File: config.mk
export PLATFORM = sky130hd
export DESIGN_NAME = full_adder_flat
export DESIGN_NICKNAME = d
export VERILOG_FILES = /design/src/rtl/full_adder_if.sv /design/src/rtl/full_adder.sv /design/src/flat_wrapper.sv
export SDC_FILE = /design/constraint.sdc
export NUM_CORES = 1
export LEC_CHECK = 0
export ABC_AREA = 1
export BUFFER_PORTS_ARGS = -buffer_cell sky130_fd_sc_hd__buf_2
export CORE_AREA = 5 5 42 44
export DETAILED_ROUTE_END_ITERATION = 8
export DIE_AREA = 0 0 47 49
export HOLD_SLACK_MARGIN = 0.02
export PLACE_DENSITY_LB_ADDON = 0.15
export SETUP_SLACK_MARGIN = 0.02
export SLEW_MARGIN = 20
export SYNTH_ARGS = -nofsm -noshare
export SYNTH_HDL_FRONTEND = slang
export SYNTH_SLANG_ARGS = --single-unit
File: constraint.sdc
create_clock -name clk -period 0.9 [get_ports clk]
set_input_delay 0.09 -clock clk [delete_from_list [all_inputs] [get_ports clk]]
set_output_delay 0.09 -clock clk [all_outputs]
set_load 0.01 [all_outputs]
File: src/rtl/full_adder_if.sv
// Operand/result bundle for the registered ripple-carry adder/subtractor.
// The master drives operands and control; the slave (the adder) returns registered results.
interface full_adder_if #(
    parameter int WIDTH = 4
);
    logic             valid_in;
    logic [WIDTH-1:0] a;
    logic [WIDTH-1:0] b;
    logic             cin;
    logic             mode;
    logic [WIDTH-1:0] sum;
    logic             cout;
    logic             overflow;
    logic             zero;
    logic             valid_out;

    modport master (
        output valid_in, a, b, cin, mode,
        input  sum, cout, overflow, zero, valid_out
    );

    modport slave (
        input  valid_in, a, b, cin, mode,
        output sum, cout, overflow, zero, valid_out
    );
endinterface

File: src/rtl/full_adder.sv
// Registered ripple-carry adder/subtractor built from per-bit full-adder cells.
// mode=1 inverts B and the carry-in, so cin acts as a borrow-in; results appear one cycle later.
module full_adder #(
    parameter int WIDTH = 4
) (
    input  logic         clk,
    input  logic         rst_n,
    full_adder_if.slave  bus
);

    logic [WIDTH-1:0] b_eff;
    logic [WIDTH:0]   carry;
    logic [WIDTH-1:0] sum_raw;
    logic             ovf_raw;
    logic             zero_raw;

    logic [WIDTH-1:0] sum_d,       sum_q;
    logic             cout_d,      cout_q;
    logic             overflow_d,  overflow_q;
    logic             zero_d,      zero_q;
    logic             valid_out_d, valid_out_q;

    // Borrow-in convention: c[0] = cin ^ mode, so mode=1,cin=0 gives A + ~B + 1 = A - B.
    assign carry[0] = bus.cin ^ bus.mode;

    generate
        for (genvar gi = 0; gi < WIDTH; gi++) begin : g_cell
            assign b_eff[gi]     = bus.b[gi] ^ bus.mode;
            assign sum_raw[gi]   = bus.a[gi] ^ b_eff[gi] ^ carry[gi];
            assign carry[gi + 1] = (bus.a[gi] & b_eff[gi])
                                 | (bus.a[gi] & carry[gi])
                                 | (b_eff[gi] & carry[gi]);
        end
    endgenerate

    // Signed overflow: carry into the MSB differs from carry out of it.
    assign ovf_raw  = carry[WIDTH] ^ carry[WIDTH-1];
    assign zero_raw = (sum_raw == '0);

    always_comb begin
        sum_d       = sum_q;
        cout_d      = cout_q;
        overflow_d  = overflow_q;
        zero_d      = zero_q;
        valid_out_d = bus.valid_in;
        if (bus.valid_in) begin
            sum_d      = sum_raw;
            cout_d     = carry[WIDTH];
            overflow_d = ovf_raw;
            zero_d     = zero_raw;
        end
    end

    always_ff @(posedge clk or negedge rst_n) begin
        if (!rst_n) begin
            sum_q       <= '0;
            cout_q      <= 1'b0;
            overflow_q  <= 1'b0;
            zero_q      <= 1'b0;
            valid_out_q <= 1'b0;
        end else begin
            sum_q       <= sum_d;
            cout_q      <= cout_d;
            overflow_q  <= overflow_d;
            zero_q      <= zero_d;
            valid_out_q <= valid_out_d;
        end
    end

    assign bus.sum       = sum_q;
    assign bus.cout      = cout_q;
    assign bus.overflow  = overflow_q;
    assign bus.zero      = zero_q;
    assign bus.valid_out = valid_out_q;

endmodule

File: src/flat_wrapper.sv
// flat-port wrapper written by rule: the top's interface ports become plain ports
module full_adder_flat 
#(
    parameter int WIDTH = 4
)
  (clk, rst_n, bus_valid_in, bus_a, bus_b, bus_cin, bus_mode, bus_sum, bus_cout, bus_overflow, bus_zero, bus_valid_out);
  full_adder_if #(.WIDTH(WIDTH)) bus_i ();
  input  logic clk;
  input  logic rst_n;
  input wire logic [$bits(bus_i.valid_in)-1:0] bus_valid_in;
  input wire logic [$bits(bus_i.a)-1:0] bus_a;
  input wire logic [$bits(bus_i.b)-1:0] bus_b;
  input wire logic [$bits(bus_i.cin)-1:0] bus_cin;
  input wire logic [$bits(bus_i.mode)-1:0] bus_mode;
  output wire logic [$bits(bus_i.sum)-1:0] bus_sum;
  output wire logic [$bits(bus_i.cout)-1:0] bus_cout;
  output wire logic [$bits(bus_i.overflow)-1:0] bus_overflow;
  output wire logic [$bits(bus_i.zero)-1:0] bus_zero;
  output wire logic [$bits(bus_i.valid_out)-1:0] bus_valid_out;
  assign bus_i.valid_in = bus_valid_in;
  assign bus_i.a = bus_a;
  assign bus_i.b = bus_b;
  assign bus_i.cin = bus_cin;
  assign bus_i.mode = bus_mode;
  assign bus_sum = bus_i.sum;
  assign bus_cout = bus_i.cout;
  assign bus_overflow = bus_i.overflow;
  assign bus_zero = bus_i.zero;
  assign bus_valid_out = bus_i.valid_out;
  full_adder #(.WIDTH(WIDTH)) u_core (.clk(clk), .rst_n(rst_n), .bus(bus_i));
endmodule
* After elaboration in Yosys (flattened, before gate mapping)
Cells that the tools add are included.
** Word-level totals
- Output and inout port bits :: 8
- Flip-flop bits (word level) :: 8
- Input bits :: 13
- Logic and storage cells :: 40
** Operators by class
- Reductions and logical operators :: 1
- Bitwise logic cells :: 34
** Operator list (count)
- $xor A1 B1 Y1 :: 14
- $and A1 B1 Y1 :: 12
- $or A1 B1 Y1 :: 8
- $logic_not A4 Y1 :: 1

* Logic depth before layout (Yosys ltp)
- Depth in word-level cells :: 14
- Gate-level depth with buffers :: 13
- Gate-level depth less buffers :: 12

* Worst setup path after synthesis
Ideal clock, no wire load.
- Path kind :: input -> register
- From :: input port bus_mode
- To :: register u_core.zero_q, in the netlist u_core.bus.zero
- Library setup time :: 0.065 ns
- Setup slack :: -1.232 ns
- Required time :: 0.835 ns
- Data arrival time :: 2.067 ns
- Cell stages on the path :: 12
- Path buffers :: 1
- Cells stage by stage :: buf_4 xnor2_1 fa_1 inv_1 fa_1 inv_1 fa_1 inv_1 fa_1 nor2_1 nand2_1 nand2_1
** Between the ends
- Cells in the longest elaborated chain, start to end :: 12
- Elaborated cells between the ends (all ways) :: 29
- Classes of those cells :: 28 x bitwise; 1 x reduce/logical
** RTL lines
- start, declared :: RTL line flat_wrapper.sv:14 : input wire logic [$bits(bus_i.mode)-1:0] bus_mode;
- $xor A1 B1 Y1, on equally long branches :: RTL line full_adder.sv:28, full_adder.sv:24
- $and A1 B1 Y1, on equally long branches :: RTL line full_adder.sv:30, full_adder.sv:31
- $or A1 B1 Y1 :: RTL line full_adder.sv:31 : | (bus.a[gi] & carry[gi])
- $or A1 B1 Y1 :: RTL line full_adder.sv:32 : | (b_eff[gi] & carry[gi]);
- $and A1 B1 Y1 :: RTL line full_adder.sv:31
- $or A1 B1 Y1 :: RTL line full_adder.sv:31
- $or A1 B1 Y1 :: RTL line full_adder.sv:32
- $and A1 B1 Y1 :: RTL line full_adder.sv:31
- $or A1 B1 Y1 :: RTL line full_adder.sv:31
- $or A1 B1 Y1 :: RTL line full_adder.sv:32
- $xor A1 B1 Y1 (*) :: RTL line full_adder.sv:29 : assign sum_raw[gi] = bus.a[gi] ^ b_eff[gi] ^ carry[gi];
- net u_core.sum_raw[3] :: RTL line full_adder.sv:13 : logic [WIDTH-1:0] sum_raw;
- $logic_not A4 Y1 (*) :: RTL line full_adder.sv:38 : assign zero_raw = (sum_raw == '0);
- end signal, assigned :: RTL line full_adder.sv:65 : zero_q <= zero_d;
- end, declared :: RTL line full_adder.sv:20 : logic zero_d, zero_q;
The timed path passes the listed nets; every way through them passes the cells marked *.
A chain may end at the register's enable or synchronous reset.

* Worst setup path after layout
Same ends and word-level chain as after synthesis.

==> flow_metrics.env <==
export IMPL_outcome="finished, violations left"
export IMPL_failed_checks="setup timing"
export IMPL_fmax_ghz=0.546
export IMPL_yosys_area_top_type="dfrtp_1"
export IMPL_timing_rr_start="u_core.bus.sum[1]"
export IMPL_grt_pass1_wl_mm=1.37
export IMPL_period_share=2.04
export IMPL_ys_types=12
export IMPL_firstDrtPassIters=3
export IMPL_cts_buffer_depth=2
export IMPL_skew_ns=0
export IMPL_synth_flop_cell="dfrtp_1"
export IMPL_yosysWarnings=0
export IMPL_worstPathCellList="buf_12 > xnor2_4 > fa_2 > inv_2 > fa_2 > inv_2 > fa_2 > inv_2 > fa_2 > nor2_1 > nand2_1 > nand2_1"
export IMPL_path_class="in -> reg"
export IMPL_gp_congestion=0.687
export IMPL_worst_pin_slew_ns=0.214
export IMPL_drv_slew=0
export IMPL_synthTopCellsByArea="dfrtp_1, fa_1, nand2_1"
export IMPL_numPortBuffers=20
export IMPL_grtUsageTotal=0.0848
export IMPL_leakage_uw=0.000392
export IMPL_io_pins=21
export IMPL_yosysTopAreaCellShare=0.442
export IMPL_ys_seq_elements=8
export IMPL_startpoint="bus_mode"
export IMPL_cts_tree="done"
export IMPL_netlist_area_um2=453
export IMPL_vias=403
export IMPL_cts_root_buffer="clkbuf_4"
export IMPL_wire_per_inst_um=9.58
export IMPL_cp_required_ns=1.09
export IMPL_critPathArrivalTime_ns=2.02
export IMPL_fp_row_count=14
export IMPL_post_route_util=0.535
export IMPL_path_clk_slew_ns=0.05
export IMPL_grt_pass1_vias=371
export IMPL_ir_worst_vdd_uv=701
export IMPL_cts_buffers=3
export IMPL_die_height_um=49
export IMPL_fin_ws_ns=-0.932
export IMPL_die_area_um2=2300
export IMPL_end_kind="register"
export IMPL_ant_nets=0
export IMPL_hold_path_class="in -> reg"
export IMPL_hold_violations=0
export IMPL_yosysMostFrequentCell="nand2_1"
export IMPL_path_max_fanout=3
export IMPL_setup_viol=6
export IMPL_cpPeakStageDelay_ns=0.44
export IMPL_critPathSlowestCell="fa_2"
export IMPL_drc=0
export IMPL_synthTopCellsByCount="nand2_1, dfrtp_1, inv_1"
export IMPL_drv_cap=0
export IMPL_core_um2=1400
export IMPL_period_needed_ns=1.83
export IMPL_area_growth_pct=65.5
export IMPL_syn_instance_count=47
export IMPL_clock_sinks=8
export IMPL_hpwl_um=726
export IMPL_drtIter0Drc=5
export IMPL_antenna_found_initial=0
export IMPL_grt_max_degree=11
export IMPL_syn_avg_cell_area_um2=9.64
export IMPL_dp_cells=83
export IMPL_h_tree_depth=1
export IMPL_drt_wl_total_um=920
export IMPL_syn_nets=64
export IMPL_final_setup_tns_ns=-4.14
export IMPL_rsz0062_at_grt="true"
export IMPL_fin_nets=99
export IMPL_clock_latency_ns=0.25
export IMPL_hold_start="bus_valid_in"
export IMPL_place_ws_ns=-1.23
export IMPL_postSynth_asyncResetShare=1.00
export IMPL_die_x_um=47
export IMPL_final_cells=96
export IMPL_antennaDiodeCount=0
export IMPL_relSlewSlack=0.856
export IMPL_synth_edff_count=0
export IMPL_p_per_area_nw_per_um2=1660
export IMPL_cp_common_cell="fa_2"
export IMPL_critPathLaunchType="input port"
export IMPL_start_util=0.323
export IMPL_overflow=0
export IMPL_drive_gt1_frac=0.588
export IMPL_ys_seq_area_frac=0.442
export IMPL_via_per_inst=4.20
-- per-layer routing --
metal	wire length, um	global-route usage	vias up
met5	0	0	-
met4	52	0.0968	0
met3	90	0	5
met2	433	0.143	20
met1	344	0.0797	173
li1	-	-	205
-- per-stage QoR --
step,instance area [um^2],hold slack [ns],power [uW]
2_1_floorplan,499,-0.206,715
3_3_place_gp,607,-0.0599,848
3_5_place_dp,607,-0.0614,857
4_1_cts,682,0.118,1170
5_1_grt,749,0.145,1340
6_report,749,0.116,1240
-- flip-flops by register name, indices dropped and copies added (netlist names) --
| name | cells |
|---|---|
| u_core.bus.overflow | 1 |
| u_core.bus.zero | 1 |
| u_core.bus.cout | 1 |
| u_core.bus.valid_out | 1 |
| u_core.bus.sum | 4 |
-- repair_timing --
action | in CTS | in global routing
pin swaps | 6 | 6
resized for setup | 10 | 4
endpoints found under the setup margin | 6 | 11
hold buffers | 2 | 0
gates cloned | 0 | 0
endpoints found under the hold margin | 9 | 0
setup buffers | 1 | 7
-- final timing paths --
kind	depth (start not counted)	end	slack, ns
setup reg to reg	3	u_core.bus.sum[1]	0.16
min in group asynchronous	2	u_core.bus.sum[1]	0.20
hold / removal	3	u_core.bus.sum[3]	0.12
hold reg to reg	2	u_core.bus.sum[2]	0.49
max in group asynchronous	2	u_core.bus.zero	0.53
setup / recovery	12	u_core.bus.zero	-0.93
-- cell families after synthesis --
logic type | synth area share
AOI/OAI and AO/OA | 0.0331
and+or+nand+nor | 0.177
xor gates and xnor gates | 0.0967
buffers and inverters | 0.0746
adders and majority gates | 0.177
DFF | 0.442
-- critical path: cells and delay by family --
family	cells	cell delay (ns)
and+or+nand+nor	3	0.21
buffers and inverters	4	0.28
xor gates and xnor gates	1	0.13
adders and majority gates	4	1.31
-- placed cells by master, fill, tap and decap left out, drive strengths merged --
cell         count
buf             29
nand2           14
dfrtp            8
inv              7
fa               4
nor2             4
clkbuf           3
o21ai            3
xnor2            3
xor2             2
dlygate4sd3      2
nand3            1
-- final cells by class --
type	instances	area, um^2
sequential	8	200
clock buffer	3	22.5
tap	16	20.0
inverter	7	26.3
multi-input combinational	31	265
fill	138	652
timing repair buffer	31	215
-- power by group --
part	switching, uW	total (uW)	internal, uW
registers	31.7	459	427
clock network	115	267	152
logic	236	515	280
Power figures use the tool's default switching activity.
